<file path="src/rtl/commit_trace_buffer_if.sv">
// Bundle of the capture inputs and the trace output port of commit_trace_buffer.
// The output port is valid/ready: an entry transfers on a rising edge where out_valid and out_ready are both 1. While out_valid=1 and out_ready=0, the payload holds.
interface commit_trace_buffer_if #(
   parameter int DATA_W = 32,
   parameter int ADDR_W = 9,
   parameter int REG_W  = 5,
   parameter int DEPTH  = 16,
   parameter int TS_W   = 16,
   parameter int CNT_W  = 8
);
   localparam int LVL_W = $clog2(DEPTH) + 1;

   logic              reg_write_sig;
   logic [REG_W-1:0]  reg_num;
   logic [DATA_W-1:0] reg_data;
   logic              wr;
   logic              rd;
   logic [ADDR_W-1:0] addr;
   logic [DATA_W-1:0] wr_data;
   logic [DATA_W-1:0] rd_data;
   logic              cfg_reg_en;
   logic              cfg_mem_en;
   logic              clear;
   logic              out_valid;
   logic              out_ready;
   logic [1:0]        out_kind;
   logic [ADDR_W-1:0] out_idx;
   logic [DATA_W-1:0] out_data;
   logic [TS_W-1:0]   out_ts;
   logic [LVL_W-1:0]  level;
   logic [CNT_W-1:0]  drop_cnt;
   logic              overflow;
   logic              conflict;

   modport master (
      output reg_write_sig, reg_num, reg_data, wr, rd, addr, wr_data, rd_data,
      output cfg_reg_en, cfg_mem_en, clear, out_ready,
      input  out_valid, out_kind, out_idx, out_data, out_ts, level, drop_cnt,
      input  overflow, conflict
   );

   modport slave (
      input  reg_write_sig, reg_num, reg_data, wr, rd, addr, wr_data, rd_data,
      input  cfg_reg_en, cfg_mem_en, clear, out_ready,
      output out_valid, out_kind, out_idx, out_data, out_ts, level, drop_cnt,
      output overflow, conflict
   );
endinterface

</file>
<file path="src/rtl/commit_trace_buffer.sv">
// Commit trace FIFO: captures up to two register/memory events per cycle with a timestamp.
// It counts the events that a full buffer drops.
module commit_trace_buffer #(
   parameter int DATA_W = 32,
   parameter int ADDR_W = 9,
   parameter int REG_W  = 5,
   parameter int DEPTH  = 16,
   parameter int TS_W   = 16,
   parameter int CNT_W  = 8
) (
   input logic                 clk,
   input logic                 reset,
   commit_trace_buffer_if.slave bus
);
   localparam int PTR_W = $clog2(DEPTH);
   localparam int LVL_W = PTR_W + 1;

   typedef struct packed {
      logic [1:0]        kind;
      logic [ADDR_W-1:0] idx;
      logic [DATA_W-1:0] data;
      logic [TS_W-1:0]   ts;
   } entry_t;

   entry_t            r_mem [DEPTH];
   logic [PTR_W-1:0]  r_wptr;
   logic [PTR_W-1:0]  r_rptr;
   logic [LVL_W-1:0]  r_level;
   logic [TS_W-1:0]   r_ts;
   logic [CNT_W-1:0]  r_drop_cnt;
   logic              r_overflow;
   logic              r_conflict;

   logic              w_reg_ev;
   logic              w_mem_ev;
   logic              w_conflict;
   logic              w_pop;
   logic [LVL_W-1:0]  w_free;
   logic              w_acc_reg;
   logic              w_acc_mem;
   logic [LVL_W-1:0]  w_n_push;
   logic [1:0]        w_n_drop;
   logic [CNT_W:0]    w_drop_sum;
   logic [CNT_W-1:0]  w_drop_next;
   entry_t            w_reg_entry;
   entry_t            w_mem_entry;
   entry_t            w_slot0;
   entry_t            w_head;
   logic [PTR_W-1:0]  w_wptr_p1;

   always_comb begin
      w_reg_ev   = bus.reg_write_sig & bus.cfg_reg_en;
      w_conflict = bus.wr & bus.rd;
      w_mem_ev   = bus.cfg_mem_en & (bus.wr ^ bus.rd);
      w_pop      = (r_level != '0) & bus.out_ready;
      // The slot freed by a same-cycle pop is usable by this cycle's pushes
      w_free     = LVL_W'(DEPTH) - r_level + LVL_W'(w_pop);
      w_acc_reg  = w_reg_ev & (w_free != '0);
      w_acc_mem  = w_mem_ev & (w_free > LVL_W'(w_acc_reg));
      w_n_push   = LVL_W'(w_acc_reg) + LVL_W'(w_acc_mem);
      w_n_drop   = 2'(w_reg_ev & ~w_acc_reg) + 2'(w_mem_ev & ~w_acc_mem);
      w_drop_sum = (CNT_W+1)'(r_drop_cnt) + (CNT_W+1)'(w_n_drop);
      w_drop_next = w_drop_sum[CNT_W] ? '1 : w_drop_sum[CNT_W-1:0];

      w_reg_entry.kind = 2'b00;
      w_reg_entry.idx  = ADDR_W'(bus.reg_num);
      w_reg_entry.data = bus.reg_data;
      w_reg_entry.ts   = r_ts;
      w_mem_entry.kind = bus.wr ? 2'b01 : 2'b10;
      w_mem_entry.idx  = bus.addr;
      w_mem_entry.data = bus.wr ? bus.wr_data : bus.rd_data;
      w_mem_entry.ts   = r_ts;

      w_slot0   = w_acc_reg ? w_reg_entry : w_mem_entry;
      w_wptr_p1 = r_wptr + PTR_W'(1);
   end

   always_ff @(posedge clk or negedge reset) begin
      if (!reset) begin
         r_wptr     <= '0;
         r_rptr     <= '0;
         r_level    <= '0;
         r_ts       <= '0;
         r_drop_cnt <= '0;
         r_overflow <= 1'b0;
         r_conflict <= 1'b0;
      end else if (bus.clear) begin
         r_wptr     <= '0;
         r_rptr     <= '0;
         r_level    <= '0;
         r_ts       <= '0;
         r_drop_cnt <= '0;
         r_overflow <= 1'b0;
         r_conflict <= 1'b0;
      end else begin
         r_ts       <= r_ts + TS_W'(1);
         r_wptr     <= r_wptr + PTR_W'(w_n_push);
         r_rptr     <= r_rptr + PTR_W'(w_pop);
         r_level    <= r_level + w_n_push - LVL_W'(w_pop);
         r_drop_cnt <= w_drop_next;
         r_overflow <= r_overflow | (w_n_drop != 2'd0);
         r_conflict <= r_conflict | w_conflict;
      end
   end

   // Storage needs no reset: nothing is visible unless level says it is valid
   always_ff @(posedge clk) begin
      if (reset && !bus.clear) begin
         if (w_acc_reg | w_acc_mem) r_mem[r_wptr] <= w_slot0;
         if (w_acc_reg & w_acc_mem) r_mem[w_wptr_p1] <= w_mem_entry;
      end
   end

   assign w_head        = (r_level != '0) ? r_mem[r_rptr] : '0;
   assign bus.out_valid = (r_level != '0);
   assign bus.out_kind  = w_head.kind;
   assign bus.out_idx   = w_head.idx;
   assign bus.out_data  = w_head.data;
   assign bus.out_ts    = w_head.ts;
   assign bus.level     = r_level;
   assign bus.drop_cnt  = r_drop_cnt;
   assign bus.overflow  = r_overflow;
   assign bus.conflict  = r_conflict;
endmodule
</file>
<file path="src/flat_wrapper.sv">
// flat-port wrapper written by rule: the top's interface ports become plain ports
module commit_trace_buffer_flat 
#(
   parameter int DATA_W = 32,
   parameter int ADDR_W = 9,
   parameter int REG_W  = 5,
   parameter int DEPTH  = 16,
   parameter int TS_W   = 16,
   parameter int CNT_W  = 8
)
  (clk, reset, bus_reg_write_sig, bus_reg_num, bus_reg_data, bus_wr, bus_rd, bus_addr, bus_wr_data, bus_rd_data, bus_cfg_reg_en, bus_cfg_mem_en, bus_clear, bus_out_ready, bus_out_valid, bus_out_kind, bus_out_idx, bus_out_data, bus_out_ts, bus_level, bus_drop_cnt, bus_overflow, bus_conflict);
  commit_trace_buffer_if #(.DATA_W(DATA_W), .ADDR_W(ADDR_W), .REG_W(REG_W), .DEPTH(DEPTH), .TS_W(TS_W), .CNT_W(CNT_W)) bus_i ();
  input logic clk;
  input logic reset;
  input wire logic [$bits(bus_i.reg_write_sig)-1:0] bus_reg_write_sig;
  input wire logic [$bits(bus_i.reg_num)-1:0] bus_reg_num;
  input wire logic [$bits(bus_i.reg_data)-1:0] bus_reg_data;
  input wire logic [$bits(bus_i.wr)-1:0] bus_wr;
  input wire logic [$bits(bus_i.rd)-1:0] bus_rd;
  input wire logic [$bits(bus_i.addr)-1:0] bus_addr;
  input wire logic [$bits(bus_i.wr_data)-1:0] bus_wr_data;
  input wire logic [$bits(bus_i.rd_data)-1:0] bus_rd_data;
  input wire logic [$bits(bus_i.cfg_reg_en)-1:0] bus_cfg_reg_en;
  input wire logic [$bits(bus_i.cfg_mem_en)-1:0] bus_cfg_mem_en;
  input wire logic [$bits(bus_i.clear)-1:0] bus_clear;
  input wire logic [$bits(bus_i.out_ready)-1:0] bus_out_ready;
  output wire logic [$bits(bus_i.out_valid)-1:0] bus_out_valid;
  output wire logic [$bits(bus_i.out_kind)-1:0] bus_out_kind;
  output wire logic [$bits(bus_i.out_idx)-1:0] bus_out_idx;
  output wire logic [$bits(bus_i.out_data)-1:0] bus_out_data;
  output wire logic [$bits(bus_i.out_ts)-1:0] bus_out_ts;
  output wire logic [$bits(bus_i.level)-1:0] bus_level;
  output wire logic [$bits(bus_i.drop_cnt)-1:0] bus_drop_cnt;
  output wire logic [$bits(bus_i.overflow)-1:0] bus_overflow;
  output wire logic [$bits(bus_i.conflict)-1:0] bus_conflict;
  assign bus_i.reg_write_sig = bus_reg_write_sig;
  assign bus_i.reg_num = bus_reg_num;
  assign bus_i.reg_data = bus_reg_data;
  assign bus_i.wr = bus_wr;
  assign bus_i.rd = bus_rd;
  assign bus_i.addr = bus_addr;
  assign bus_i.wr_data = bus_wr_data;
  assign bus_i.rd_data = bus_rd_data;
  assign bus_i.cfg_reg_en = bus_cfg_reg_en;
  assign bus_i.cfg_mem_en = bus_cfg_mem_en;
  assign bus_i.clear = bus_clear;
  assign bus_i.out_ready = bus_out_ready;
  assign bus_out_valid = bus_i.out_valid;
  assign bus_out_kind = bus_i.out_kind;
  assign bus_out_idx = bus_i.out_idx;
  assign bus_out_data = bus_i.out_data;
  assign bus_out_ts = bus_i.out_ts;
  assign bus_level = bus_i.level;
  assign bus_drop_cnt = bus_i.drop_cnt;
  assign bus_overflow = bus_i.overflow;
  assign bus_conflict = bus_i.conflict;
  commit_trace_buffer #(.DATA_W(DATA_W), .ADDR_W(ADDR_W), .REG_W(REG_W), .DEPTH(DEPTH), .TS_W(TS_W), .CNT_W(CNT_W)) u_core (.clk(clk), .reset(reset), .bus(bus_i));
endmodule
</file>
<file path="config.mk">
export PLATFORM = sky130hd
export DESIGN_NAME = commit_trace_buffer_flat
export DESIGN_NICKNAME = d
export VERILOG_FILES = /design/src/rtl/commit_trace_buffer_if.sv /design/src/rtl/commit_trace_buffer.sv /design/src/flat_wrapper.sv
export SDC_FILE = /design/constraint.sdc
export NUM_CORES = 1
export LEC_CHECK = 0
export BUFFER_PORTS_ARGS = -buffer_cell sky130_fd_sc_hd__buf_2
export CAP_MARGIN = 20
export CORE_MARGIN = 2
export CORE_UTILIZATION = 60
export CTS_BUF_LIST = sky130_fd_sc_hd__clkbuf_8
export CTS_CLUSTER_SIZE = 28
export DETAILED_ROUTE_END_ITERATION = 8
export PLACE_DENSITY_LB_ADDON = 0.12
export SLEW_MARGIN = 20
export SYNTH_ARGS = -nofsm -noshare
export SYNTH_HDL_FRONTEND = slang
export SYNTH_SLANG_ARGS = --single-unit
</file>
<file path="constraint.sdc">
create_clock -name clk -period 9.7 [get_ports clk]
set_clock_uncertainty 0.1 [all_clocks]
set_input_delay 0 -clock clk [delete_from_list [all_inputs] [get_ports clk]]
set_output_delay 0 -clock clk [all_outputs]
set_load 0.05 [all_outputs]
</file>
# Word level (Yosys, flattened, before mapping)
# Memory sizes are Yosys's and may differ from the RTL's.
# Cells that the tools add are included.
# op_classes
n_reduce_logical	5
n_mux	18
n_bitwise	15
n_lt_le_gt_ge	1
addsub	11
# ops
cell	count
$mux 59	2
$mux 32	1
$add 16x1->16 const B	1
$mux 16	1
$mux 8	2
$reduce_bool 5->1	2
$add 8x2->9	1
$mux 1	8
$mux 4	2
$and 1x1->1	7
$add 5x1->5	1
$add 5x5->5	1
$gt 5x1->1	1
$mux 5	1
$sub 5x1->5	1
$sub 5x5->5 const A	1
$add 4x1->4	1
$add 4x1->4 const B	1
$add 4x4->4	1
$and 1x2->2	2
$not 1->2	2
$or 1x1->1	3
$add 1x1->2	1
$add 2x2->2	1
5 further kinds	5
# totals
word_cells	58
output_inout_bits	75
mem_bits_rw	944
input_bits	119
n_memories	1
reg_bits	39
# memory_table
memory	words	width	rd	rd_ports_with_merged_regs	write_ports	line	text
u_core.r_mem	16	59	1	0	2	commit_trace_buffer.sv:25	entry_t r_mem [DEPTH];

# Logic depth before layout (Yosys ltp)
# Gate-level depths: netlist of the first run.
# depth
word_depth	13
depth_mapped	28
depth_no_buf	26

# Worst setup path after synthesis of the first run
# Ideal clock, no wire load.
# synth_timing
path_type	register to register
from	register u_core.r_level[2], in the netlist u_core.bus.level[2]
to	memory u_core.r_mem[0][0] (netlist name), enable pin
required_time_ps	9043
period_less_slack_ps	9157
setup_slack_ps	543
setup_time_ps	557
n_path_buf	2
path_stages_with_launch	24
arrival_time_ps	8500
cell_sequence	dfrtp_1 inv_1 ha_1 nand3_1 nand2_1 ha_1 inv_1 ha_1 or4b_2 nand3_1 nand2_1 nand2_1 inv_2 buf_6 clkbuf_1 ha_1 nor2_1 nor2_1 nand3_1 nand3_1 ha_1 nor2_1 nand2_1 o21ai_0
# synth_rtl
element	line	text
start: declaration	commit_trace_buffer.sv:28	logic [LVL_W-1:0] r_level;
start signal: assignment	commit_trace_buffer.sv:99	r_level <= r_level + w_n_push - LVL_W'(w_pop);
end: declaration	commit_trace_buffer.sv:25	

==> summary.txt, run 1 <==
Yosys
  • YS warnings: 0
  • Mapped Area: 46600 sq um
  • EDFF count, synth: 944
  • Post-synth top area share: 60.9%
  • Yosys cell types: 50
  • Post-Syn Area per Cell: 17.9 sq um
  • Synthesized Nets: 2746
  • Yosys top cell by area: edfxtp_1
  • Prevailing post-synth register cell: edfxtp_1
  • Leading post-synthesis cells by cell area: edfxtp_1, mux2_2, mux4_2
  • Synthesis-stage register bit count: 983
  • Mapped Cells: 2602
  • Post-synthesis async set-or-reset flop share: 3.97%
  • Seq/Total Area, Yosys: 62.9%

Power
  • Leak Pwr: 17.4 nW
  • Internal power: 0.00772 W
  • Power share of the combinational group: 29.1%
  • Switching power total: 0.00366 W
  • Clock power frac: 28.0%
  • Flop pwr share: 43.0%
  • Pwr dens: 217 nW/um^2
  • Maximum vdd drop: 0.195 mV
  • Sw frac: 32.2%

Clock network
  • H-Tree Depth: 4
  • CTS Buf Count: 161
  • CTS sink cnt: 983
  • Setup Buffers After CTS: 0
  • Clk_lat worst skew: 0.79 ns
  • TritonCTS clock tree: built
  • CTS Buffer Depth: 3
  • Clk root buf: clkbuf_8
  • Worst-path clk slew: 0.06 ns

Setup path
  • Setup CP Type: flop to flop
  • CP Capture Type: flop
  • R2R Setup Slk: 2.54 ns
  • Worst R2R Path Depth: 25
  • Crit-path max FO: 35
  • Worst reg2reg startpoint: u_core.bus.level[2]$_DFF_PN0_
  • CP max stage cell: buf_4
  • Worst Path Required: 10.13 ns
  • Delay-heaviest family, CP: simple AND/OR/NAND/NOR gates
  • CP max stage delay: 0.65 ns
  • WP buf/inv: 5
  • FF-to-FF End: u_core.r_mem[0][18]$_DFFE_PP_
  • Startpoint Class: flop
  • Critical Path AT: 7.58 ns
  • CP most frequent cell: ha_1

Global routing
  • First-pass GRT wire length: 176000 microns
  • Initial antenna violation count: 8
  • Vias in the first global route: 27436
  • GRT Overall Usage: 30.4%
  • Gr ovfl total: 0
  • Largest net degree at the start of global routing: 142

Place
  • Dpl hpwl: 61600 microns
  • Post-place setup slack: 2.86 ns
  • Final GP Congestion: 0.847
  • Post-placement cell area: 48100 sq um
  • Port buffer count: 193

Drt
  • DR DRC count: 0
  • Routed wire length per instance: 29.1 microns
  • Initial DRC count: 2658
  • Vias/cell: 6.47
  • Via Count: 26354
  • Post-DRT Antenna Nets: 0
  • DRT Pass-1 Iters: 6
  • Drt total wl: 119000 microns

Finish
  • Share of cells above drive strength 1: 40.7%
  • Final instance area: 52500 sq um
  • Area growth, synth to finish: 12.7%
  • Nets: 3056
  • Most common cell after layout, fill and taps aside: edfxtp_1
  • Most frequent cells in the layout: edfxtp_1, mux2_2, mux4_2
  • Layout Utilization: 68.0%

Timing
  • Final Setup Violations: 0
  • RSZ-0062 raised after global routing: false
  • Tcrit/Tclk final: 73.8%
  • Final Hold Viols: 0
  • Post-route minimum period: 7.16 ns
  • Worst Tran Pin Value: 1.21 ns
  • Setup TNS: 0 ns
  • FMAX: 140 MHz
  • Relative slew slack: 19.5%
  • Max Slew Vio Count: 0
  • Hold WS: 0.108 ns
  • Final worst slack: 2.54 ns

Outcome
  • Outcome: completed

Die
  • Die width: 283 microns
  • Initial Utilization: 60.3%
  • Die H: 283 microns
  • # IOs: 194
  • Site Rows: 102
  • Die area: 79900 sq um
  • Core area: 77200 sq um

Hold path
  • HP Class: input pin to flop
  • WHS Path Cells: 7
  • WHS Endpoint: u_core.bus.drop_cnt[0]$_DFF_PN0_
  • HP Start: bus_cfg_reg_en

Job
  • MaxCap Viol Count: 0
[synthesized netlist by cell type, types with 3 or more instances]
master	number
inv_1	21
nor3_1	4
mux2i_1	118
edfxtp_1	944
xnor2_1	10
nor2_1	45
and2_1	81
and3_1	4
buf_1	33
or3_1	3
buf_4	47
ha_1	22
nand2_4	8
dfrtp_1	39
nand2_1	27
buf_8	6
nand3_1	16
o22ai_1	59
a21oi_1	27
mux4_2	236
nand2_2	5
mux2_2	538
nand2b_1	5
nand4_1	4
clkbuf_1	134
mux2_1	86
or2_2	3
buf_2	14
o21ai_0	8
fa_1	3
nor2b_1	15
buf_6	4
xor2_1	12
[sequential cells by signal, summed over array words and instances, names as in the netlist]
signal               flops
u_core.r_rptr            4
u_core.bus.drop_cnt      8
u_core.r_ts             16
u_core.r_wptr            4
u_core.r_mem           944
u_core.bus.overflow      1
u_core.bus.level         5
u_core.bus.conflict      1
[power groups by stage]
stage | registers, W | clock network (W) | logic, W
2_1_floorplan | 0.00495 | 0 | 0.00245
5_1_grt | 0.00490 | 0.00342 | 0.00349
4_1_cts | 0.00489 | 0.00323 | 0.00332
3_3_place_gp | 0.00497 | 0 | 0.00319
6_report | 0.00489 | 0.00318 | 0.00331
3_5_place_dp | 0.00498 | 0 | 0.00322
[per-stage QoR]
stage	total power, W	instances
global route	0.0118	4071
finish	0.0114	4073
global placement	0.00816	3630
detailed placement	0.00820	3630
floorplan	0.00740	2602
CTS	0.0114	4070
[kinds of logic (layout without fill, tap and decap cells)]
kind of cell             count (synthesis)  after routing  share of synthesized area, %
AND/OR/NAND/NOR                        230            230                          2.79
flip-flops                             983            983                          62.9
XOR/XNOR                                22             22                         0.414
adder cells (fa/ha/maj)                 25             25                         0.720
multiplexers                           978            978                          29.0
AO/OA/AOI/OAI                          104            104                          1.38
buffers and inverters                  260            688                          2.72
other                                    0              3                             0
[tightest hold or removal path: stages]
cell and delay, ns:
buf_2 0.09, and2_1 0.20, nand3_1 0.20, ha_1 0.18
ha_1 0.12, inv_1 0.03, a21oi_1 0.13
[what timing repair did]
item,4_1_cts,5_1_grt
endpoints found under the setup margin,0,0
gates resized for setup,0,0
endpoints found under the hold margin,766,0
hold buffers,159,0
[worst max path at each step]
stage                     slack [ns]  cells past startpoint                     startpoint                              to
final                           2.54                     25  u_core.bus.level[2]$_DFF_PN0_   u_core.r_mem[0][18]$_DFFE_PP_
after global placement          3.06                     23  u_core.bus.level[2]$_DFF_PN0_  u_core.r_mem[10][50]$_DFFE_PP_
after global routing            2.15                     25  u_core.bus.level[2]$_DFF_PN0_   u_core.r_mem[0][18]$_DFFE_PP_
after floorplan                 0.54                     23  u_core.bus.level[2]$_DFF_PN0_    u_core.r_mem[0][0]$_DFFE_PP_
after detailed placement        2.86                     23  u_core.bus.level[2]$_DFF_PN0_   u_core.r_mem[6][23]$_DFFE_PP_
after CTS                       2.69                     25  u_core.bus.level[2]$_DFF_PN0_   u_core.r_mem[0][18]$_DFFE_PP_
[layout make-up]
class | instances | area (sq um)
flip-flops and latches | 983 | 29300
fillers | 5132 | 24700
multi-input cells | 1359 | 16200
repair buffers | 385 | 2860
clock buffers | 167 | 2300
well taps | 1040 | 1300
clock inverters | 114 | 472
inverters | 22 | 82.6
diodes | 3 | 7.51
[routing by layer]
layer	up-vias	track usage [%]	wire (microns)
met5	-	0	51
met4	8	8.98	2390
met3	188	5.86	9150
met2	1169	49.8	59200
met1	13964	41.9	47800
li1	11025	-	-
Power figures use the tool's default switching activity.
==> inputs of run 2 (changes only) <==
CORE_UTILIZATION = 58   (was 60)
clock period = 5.7 ns   (was 9.7 ns; I/O delays follow)
==> run 2 against run 1 <==
Compared with the run above: critical path type unchanged; largest cell class unchanged; total power grew 73%; via count shrank 1.7%; critical endpoint is now u_core.r_mem[5][50]$_DFFE_PP_; fmax grew 32%; highest routed layer unchanged; global-route usage shrank 1.5 points.
==> summary.txt, run 2 (synthesis results as in run 1) <==
Finish
  • Most frequent cells in the layout: edfxtp_1, mux2_2, mux4_2
  • Largest register FFs: 944
  • Final instance area: 53400 sq um
  • Share of cells above drive strength 1: 42.7%
  • Most common cell after layout, fill and taps aside: edfxtp_1
  • Multi-input logic area: 16200 sq um
  • Biggest register: u_core.r_mem
  • # fillers: 5344
  • Area growth, synth to finish: 14.6%
  • Layout Utilization: 67.3%
  • Register area: 29300 sq um
  • Nets: 3073

Timing
  • Final Hold Viols: 0
  • Worst Tran Pin Value: 1.19 ns
  • Tcrit/Tclk final: 95.0%
  • Relative slew slack: 20.7%
  • RSZ-0062 raised after global routing: false
  • Max Slew Vio Count: 0
  • Final Setup Violations: 0
  • Setup TNS: 0 ns
  • FMAX: 185 MHz
  • Post-route minimum period: 5.42 ns

Die
  • Die width: 287 microns
  • Die H: 287 microns
  • Site Rows: 103
  • # IOs: 194
  • Initial Utilization: 58.8%
  • Die area: 82600 sq um
  • Core area: 79300 sq um

Setup path
  • Worst reg2reg startpoint: u_core.bus.level[2]$_DFF_PN0_
  • WP buf/inv: 4
  • Worst Path Required: 6.14 ns
  • Critical Path AT: 5.86 ns
  • R2R Setup Slk: 0.28 ns
  • Worst Setup SP: u_core.bus.level[2]$_DFF_PN0_
  • FF-to-FF End: u_core.r_mem[5][50]$_DFFE_PP_
  • Crit-path max FO: 15
  • Delay-heaviest family, CP: simple AND/OR/NAND/NOR gates
  • CP Capture Type: flop
  • Crit path depth: 24
  • Worst Setup EP: u_core.r_mem[5][50]$_DFFE_PP_
  • Setup CP Type: flop to flop
  • Crit path cell chain: inv_1 -> ha_1 -> nand3_4 -> nand2_1 -> ha_1 -> inv_1 -> ha_1 -> or4b_2 -> nand3_1 -> nand2_1 -> nand2_1 -> inv_2 -> ha_1 -> nor2_1 -> nor2_1 -> nand3_1 -> nor2b_1 -> ha_2 -> nor2b_2 -> and3_1 -> nand2_1 -> nand2_8 -> buf_4 -> mux2_2
  • CP max stage cell: or4b_2
  • CP max stage delay: 0.61 ns
  • Startpoint Class: flop
  • Worst R2R Path Depth: 24

Power
  • Power, Total: 0.0197 W
  • Maximum vdd drop: 0.260 mV
  • Pwr dens: 368 nW/um^2
  • Leak Pwr: 17.7 nW

Global routing
  • Vias in the first global route: 27355
  • Gr ovfl total: 0
  • GRT Overall Usage: 28.9%
  • Initial antenna violation count: 4
  • First-pass GRT wire length: 174000 microns
  • Largest net degree at the start of global routing: 68

Job
  • MaxCap Viol Count: 0

Drt
  • Post-DRT Antenna Nets: 0
  • Drt total wl: 118000 microns
  • Via Count: 25898
  • Initial DRC count: 2352
  • DR DRC count: 0
  • DRT Pass-1 Iters: 7
  • Vias/cell: 6.32
  • Routed wire length per instance: 28.7 microns

Place
  • Post-placement cell area: 49200 sq um
  • Dpl hpwl: 65400 microns
  • Port buffer count: 193
  • Final GP Congestion: 0.813

Clock network
  • CTS Buf Count: 160
  • CTS sink cnt: 983
  • Clk root buf: clkbuf_8
  • Setup Buffers After CTS: 0
  • TritonCTS clock tree: built
  • Clk_lat worst skew: 0.81 ns
  • Worst-path clk slew: 0.06 ns
  • CTS Buffer Depth: 3
  • H-Tree Depth: 4

Outcome
  • Outcome: completed

Hold path
  • HP Class: input pin to flop
-- run 2: what timing repair did --
| action | in CTS | in global routing |
|---|---|---|
| endpoints found under the hold margin | 747 | 0 |
| endpoints found under the setup margin | 0 | 464 |
| hold buffers | 126 | 0 |
| resized for setup | 0 | 9 |
-- run 2: area by class of cell --
| cell class | count | area share (%) |
|---|---|---|
| Sequential cell | 983 | 55.0 |
| Multi-Input combinational cell | 1359 | 30.4 |
| Timing Repair Buffer | 403 | 6.59 |
| Clock buffer | 170 | 4.38 |
| Tap cell | 1050 | 2.46 |
| Clock inverter | 111 | 1.06 |
| Inverter | 22 | 0.155 |
| Antenna cell | 3 | 0.0141 |
-- run 2: per-layer routing --
metal | wire length [microns] | GRT usage (%) | vias up
met1 | 48000 | 39.3 | 13567
li1 | - | - | 11079
met5 | 11 | 0 | -
met3 | 7640 | 5.17 | 188
met2 | 59200 | 48.1 | 1062
met4 | 2670 | 8.82 | 2
-- run 2: how the worst min path moves through the flow --
stage                                      to               from  cells past startpoint  slack (ns)
2_1_floorplan   u_core.bus.conflict$_DFF_PN0_              reset                      0       -0.40
3_3_place_gp         u_core.r_ts[5]$_DFF_PN0_              reset                      2        0.01
3_5_place_dp         u_core.r_ts[4]$_DFF_PN0_              reset                      2        0.02
4_1_cts         u_core.r_mem[1][58]$_DFFE_PP_  bus_reg_write_sig                      6        0.04
5_1_grt        u_core.r_mem[10][56]$_DFFE_PP_        bus_addr[8]                      3        0.12
6_report        u_core.r_mem[8][56]$_DFFE_PP_        bus_addr[8]                      3        0.13
-- run 2: metrics by stage --
step | std cells | setup WS (ns) | hold slack (ns)
after floorplan | 2602 | 0.00729 | -0.396
after global placement | 3690 | 0.288 | 0.00962
after detailed placement | 3691 | 0.209 | 0.0187
after CTS | 4098 | 0.117 | 0.0406
after global routing | 4101 | 0.00233 | 0.119
final | 4101 | 0.284 | 0.130
-- run 2: power breakdown --
group / switching (W) / internal, W
Combinational: 0.00332 / 0.00237
Clock: 0.00277 / 0.00289
Sequential: 0.000158 / 0.00816
-- run 2: worst min-delay path, delay by kind of cell --
kind | cells | cell delay, ns
buf+inv | 2 | 0.77
simple gates | 1 | 0.16
